File: config.mk
export PLATFORM = sky130hd
export DESIGN_NAME = paddle_glide
export DESIGN_NICKNAME = d
export VERILOG_FILES = /design/src/rtl/pong_pkg.sv /design/src/rtl/paddle_slew_tick.sv /design/src/rtl/paddle_glide.sv
export SDC_FILE = /design/constraint.sdc
export NUM_CORES = 1
export LEC_CHECK = 0
export CELL_PAD_IN_SITES_DETAIL_PLACEMENT = 0
export CELL_PAD_IN_SITES_GLOBAL_PLACEMENT = 2
export CORE_MARGIN = 2
export CORE_UTILIZATION = 36
export CTS_BUF_LIST = sky130_fd_sc_hd__clkbuf_4 sky130_fd_sc_hd__clkbuf_8 sky130_fd_sc_hd__clkbuf_16
export DETAILED_ROUTE_END_ITERATION = 8
export PLACE_DENSITY_LB_ADDON = 0.1
export SKIP_CTS_REPAIR_TIMING = 1
export SYNTH_ARGS = -nofsm -noshare
export SYNTH_HDL_FRONTEND = slang
export SYNTH_HIERARCHICAL = 1
export SYNTH_SLANG_ARGS = --single-unit
File: constraint.sdc
create_clock -name fingclock -period 3.8 [get_ports fingclock]
set_input_delay 0.76 -clock fingclock [delete_from_list [all_inputs] [get_ports fingclock]]
set_output_delay 0.76 -clock fingclock [all_outputs]
set_load 0.01 [all_outputs]
File: src/rtl/pong_pkg.sv
// rtl/pong_pkg.sv - playfield constants and paddle FSM state encodings shared by paddle, ball and collision logic
package pong_pkg;

  localparam int SCREEN_H = 480;
  localparam int PADDLE_H = 80;

  // Paddle Y is its top edge, so the lowest legal Y leaves the paddle fully on screen.
  localparam int PADDLE_POS_MIN  = 0;
  localparam int PADDLE_POS_MAX  = SCREEN_H - PADDLE_H;
  localparam int PADDLE_POS_INIT = PADDLE_POS_MAX / 2;

  localparam logic [1:0] IDLE    = 2'd0;
  localparam logic [1:0] MOVE_UP = 2'd1;
  localparam logic [1:0] MOVE_DN = 2'd2;

endpackage

File: src/rtl/paddle_slew_tick.sv
// rtl/paddle_slew_tick.sv - free-running slew divider emitting a one-cycle tick every SLEW_DIV enabled clocks
module paddle_slew_tick #(
  parameter int SLEW_DIV = 50000
) (
  input  logic clk,
  input  logic reset,
  input  logic clear,
  input  logic en,
  output logic tick
);

  localparam int DIV_W = (SLEW_DIV > 1) ? $clog2(SLEW_DIV) : 1;
  localparam logic [DIV_W-1:0] LAST = DIV_W'(SLEW_DIV - 1);

  logic [DIV_W-1:0] cnt_q, cnt_d;

  always_comb begin
    cnt_d = cnt_q;
    if (clear) begin
      cnt_d = '0;
    end else if (en) begin
      cnt_d = (cnt_q == LAST) ? '0 : cnt_q + 1'b1;
    end
  end

  always_ff @(posedge clk) begin
    if (reset) begin
      cnt_q <= '0;
    end else begin
      cnt_q <= cnt_d;
    end
  end

  // With SLEW_DIV == 1, LAST is 0 and the counter never leaves 0, so every enabled cycle ticks.
  assign tick = en && !clear && (cnt_q == LAST);

endmodule

File: src/rtl/paddle_glide.sv
// rtl/paddle_glide.sv - paddle Y glide engine; define PADDLE_QUEUE_EN for a one-deep pending move command
module paddle_glide
  import pong_pkg::*;
#(
  parameter int POS_W    = 10,
  parameter int POS_MIN  = PADDLE_POS_MIN,
  parameter int POS_MAX  = PADDLE_POS_MAX,
  parameter int POS_INIT = PADDLE_POS_INIT,
  parameter int STEP     = 20,
  parameter int SLEW_DIV = 50000
) (
  input  logic             fingclock,
  input  logic             reset,
  input  logic             up_stb,
  input  logic             dn_stb,
  output logic [POS_W-1:0] pos,
  output logic             moving,
  output logic             at_top,
  output logic             at_bottom
);

  localparam int REM_W = $clog2(STEP + 1);
  localparam logic [POS_W-1:0] MIN_P  = POS_W'(POS_MIN);
  localparam logic [POS_W-1:0] MAX_P  = POS_W'(POS_MAX);
  localparam logic [POS_W-1:0] INIT_P = POS_W'(POS_INIT);
  localparam logic [REM_W-1:0] STEP_R = REM_W'(STEP);
  localparam logic [REM_W-1:0] ONE_R  = REM_W'(1);

  logic [1:0]       state_q, state_d;
  logic [POS_W-1:0] pos_q, pos_d, next_pos;
  logic [REM_W-1:0] rem_q, rem_d;
  logic             tick, done, take_v, take_up;

`ifdef PADDLE_QUEUE_EN
  logic pend_v_q, pend_v_d, pend_up_q, pend_up_d;
  logic valid_stb;
`endif

  paddle_slew_tick #(.SLEW_DIV(SLEW_DIV)) u_slew (
    .clk  (fingclock),
    .reset(reset),
    .clear(state_q == IDLE),
    .en   (state_q != IDLE),
    .tick (tick)
  );

  always_comb begin
    state_d  = state_q;
    pos_d    = pos_q;
    rem_d    = rem_q;
    next_pos = pos_q;
    done     = 1'b0;
`ifdef PADDLE_QUEUE_EN
    // A strobe arriving on the completion edge counts as the pending command for that edge.
    valid_stb = up_stb ^ dn_stb;
    take_v    = pend_v_q || valid_stb;
    take_up   = pend_v_q ? pend_up_q : up_stb;
`else
    take_v  = 1'b0;
    take_up = 1'b0;
`endif
    case (state_q)
      IDLE: begin
        if (up_stb && !dn_stb && pos_q != MIN_P) begin
          state_d = MOVE_UP;
          rem_d   = STEP_R;
        end else if (dn_stb && !up_stb && pos_q != MAX_P) begin
          state_d = MOVE_DN;
          rem_d   = STEP_R;
        end
      end
      MOVE_UP, MOVE_DN: begin
        if (tick) begin
          next_pos = (state_q == MOVE_UP) ? pos_q - 1'b1 : pos_q + 1'b1;
          pos_d    = next_pos;
          rem_d    = rem_q - 1'b1;
          done     = (rem_q == ONE_R) ||
                     ((state_q == MOVE_UP) ? (next_pos == MIN_P) : (next_pos == MAX_P));
          if (done) begin
            state_d = IDLE;
            rem_d   = '0;
            if (take_v && take_up && next_pos != MIN_P) begin
              state_d = MOVE_UP;
              rem_d   = STEP_R;
            end else if (take_v && !take_up && next_pos != MAX_P) begin
              state_d = MOVE_DN;
              rem_d   = STEP_R;
            end
          end
        end
      end
      default: begin
        state_d = IDLE;
        rem_d   = '0;
      end
    endcase
`ifdef PADDLE_QUEUE_EN
    pend_v_d  = pend_v_q;
    pend_up_d = pend_up_q;
    if (state_q != IDLE) begin
      if (done) begin
        pend_v_d = 1'b0;
      end else if (!pend_v_q && valid_stb) begin
        pend_v_d  = 1'b1;
        pend_up_d = up_stb;
      end
    end
`endif
  end

  always_ff @(posedge fingclock) begin
    if (reset) begin
      state_q <= IDLE;
      pos_q   <= INIT_P;
      rem_q   <= '0;
    end else begin
      state_q <= state_d;
      pos_q   <= pos_d;
      rem_q   <= rem_d;
    end
  end

`ifdef PADDLE_QUEUE_EN
  always_ff @(posedge fingclock) begin
    if (reset) begin
      pend_v_q  <= 1'b0;
      pend_up_q <= 1'b0;
    end else begin
      pend_v_q  <= pend_v_d;
      pend_up_q <= pend_up_d;
    end
  end
`endif

  assign pos       = pos_q;
  assign moving    = (state_q != IDLE);
  assign at_top    = (pos_q == MIN_P);
  assign at_bottom = (pos_q == MAX_P);

endmodule

==> results.cfg <==
[sta]
slew_violations = 0
rsz0062_at_grt = no
fin_crit_ps = 3230
slew_headroom_pct = 34.9
finalClockSkew_ps = 6.95
final-setup-viol-count = 0
final_hold_viol_count = 0
setup_ws_ps = 569
fmax_ghz = 0.310
tightestPinTransition_ps = 976
finalSetupTns_ps = 0
whs_ps = 491
fin_crit_sh_pct = 85.0

[floorplanning]
die_area_um2 = 7490
core-area_um2 = 6680
die_w_um = 86.6
start_util_pct = 36.7
die_h_um = 86.6
pin_count = 17
rows = 30

[run_status]
status = finished, final reports clean

[yosys]
synth-xor-area-share_pct = 10.7
synth-warning-count = 6
synth-compound-area-share_pct = 17.1
synth-edff-count = 0
ys_seq_elements = 33
synthAdderAreaFrac_pct = 4.59
yosysUniqueCellTypes = 65
synth.avg_cell_area_um2 = 8.37
synth_top_family_by_area = simple AND/OR/NAND/NOR gates
synth.cells.most_frequent = nor2_1 (34), dfxtp_1 (33), xnor2_1 (21)
synthCells = 293
ys.flop_type = dfxtp_1
synth.net_count = 306
synth.yosys.seq_area_share_pct = 26.9
syn_area_um2 = 2450
yosys-top-cells-area = dfxtp_1 (27%), xnor2_1 (7.5%), nor2_1 (5.2%), ha_1 (4.6%), xor2_1 (3.2%)
synth_mux_area_share_pct = 2.09
synth_most_common_cell = nor2_1
yosys.area.top_type_share_pct = 26.9
synth-simple-area-share_pct = 32.3
synth_area_leader_cell = dfxtp_1
async_reset_ff_share_pct = 0

[critical_path]
required_ps = 3960
cp_max_fo = 8
path_class = flop to flop
critPathArrivalTime_ps = 3400
critPathMaxStageDelay_ps = 390
crit_top_cell = ha_1
cp_slowest_cell = a21oi_1
reg2reg_slack_ps = 570
start_kind = flop
crit_chain = inv_1 -> ha_1 -> xor2_1 -> ha_1 -> or3_1 -> a21oi_1 -> o21ai_0 -> o21bai_1 -> a2bb2oi_1 -> nand4_4 -> a21oi_4 -> mux2_1
end_kind = flop

[routing]
drt-initial-drc-count = 62
drtPass1Iterations = 4
drt-total-wl_um = 5600
post-route-drc-count = 0
via_per_inst = 5.38
wl_per_cell_um = 14.6
num_vias = 2062
detail-route-antenna-nets = 0

[clocking]
clkTransAtPathRegs_ps = 70
cts-root-buf = clkbuf_8
cts.path.max_buffers = 2
clock_sinks = 33
numCtsBuffers = 5
cts.htree.levels = 2
clock_latency_ps = 280
cts_tree = yes

[global_routing]
grt_max_degree = 27
grt.overflow.total = 0
antenna_found_initial = 0
grt.total_usage_pct = 16.4
grt_pass1_vias = 2000
grt_pass1_wl_um = 9890

[final_layout]
layout-drive-gt1-share_pct = 10.6
fin_cells = 383
layout.nets = 315
area.growth.synth_to_final_pct = 10.9
antennaDiodeCount = 0

[place]
dp_cells = 375
place_ws_ps = 572
place.gp.congestion = 0.746
dp_hpwl_um = 4070
io_buffers = 16

[power]
p_leak_uw = 0.000976
power_uw = 1150
vdd_ir_drop_max_v = 0.000227
powerDensity_nw_per_um2 = 423

[run]
cap_violations = 0

[min_path]
hold_class = flop to flop
==> worst paths after layout <==
kind	endpoint	cells past startpoint	start
max	state_q[1]	12	state_q[1]
min	rem_q[1]	2	rem_q[1]
max reg2reg	state_q[1]	12	state_q[1]
min reg2reg	rem_q[1]	2	rem_q[1]
==> layout make-up <==
class | instances | area [um^2]
Multi-Input combinational cell | 230 | 1640
Timing Repair Buffer | 20 | 190
Clock buffer | 6 | 76.3
Clock inverter | 2 | 10.0
Tap cell | 80 | 100
Fill cell | 696 | 3960
Sequential cell | 33 | 661
Inverter | 12 | 45.0
==> report_power, final <==
part           switching [uW]  total (uW)  internal (uW)
combinational             300         497            197
sequential               21.4         395            374
clock                     125         259            134
==> metrics by stage <==
step / util [%] / area, um^2
after CTS: 40.7 / 2720
after floorplan: - / 2450
after global routing: 40.7 / 2720
after detailed placement: 39.4 / 2640
after global placement: 39.4 / 2640
final: 40.7 / 2720
==> layer usage <==
metal / GRT usage [%] / share of wire (%) / routed length [um]
met3: 2.67 / 1.8 / 99
met2: 29.0 / 50 / 2790
met4: 4.40 / 0.95 / 53
met1: 20.8 / 48 / 2660
met5: 0 / 0 / 0
==> logic make-up (layout without fill, tap and decap cells) <==
logic type               count (synthesis)  after routing
buffers and inverters                   30             40
AO/OA/AOI/OAI                           61             61
multiplexers                             5              5
flip-flops                              33             33
adder cells (fa/ha/maj)                  9              9
XOR/XNOR                                30             30
AND/OR/NAND/NOR                        125            125
==> flip-flops by register name, indices dropped and copies added (netlist names) <==
register / cells
state_q: 2
u_slew/cnt_q: 16
rem_q: 5
pos: 10
==> cells in the final DEF, fill, tap and decap left out, types with 3 or more instances in the layout <==
master,n
a21boi_0,3
dfxtp_1,33
clkbuf_8,5
nor3b_1,3
ha_1,9
nor4_2,4
o21ai_0,11
xnor2_1,21
nand2b_1,3
buf_4,4
nand3_1,8
xor2_1,9
clkdlybuf4s50_1,16
nor2b_1,6
nand2_1,16
nand4_1,4
a21oi_1,13
nor2_1,34
a21o_1,5
mux2i_1,4
nor3_1,13
a32oi_1,4
nand4_4,3
o22ai_1,3
and3_1,3
o21ai_1,3
inv_1,12
or3_1,5
==> critical path, delay by kind of cell (launching register included) <==
| family | cells | cell delay, ps |
|---|---|---|
| flip-flops | 1 | 340 |
| multiplexers | 1 | 340 |
| XOR/XNOR | 1 | 140 |
| buffers and inverters | 1 | 90 |
| AND/OR/NAND/NOR | 2 | 510 |
| adder cells (fa/ha/maj) | 2 | 440 |
| AO/OA/AOI/OAI | 5 | 1260 |
Power figures use the tool's default switching activity.
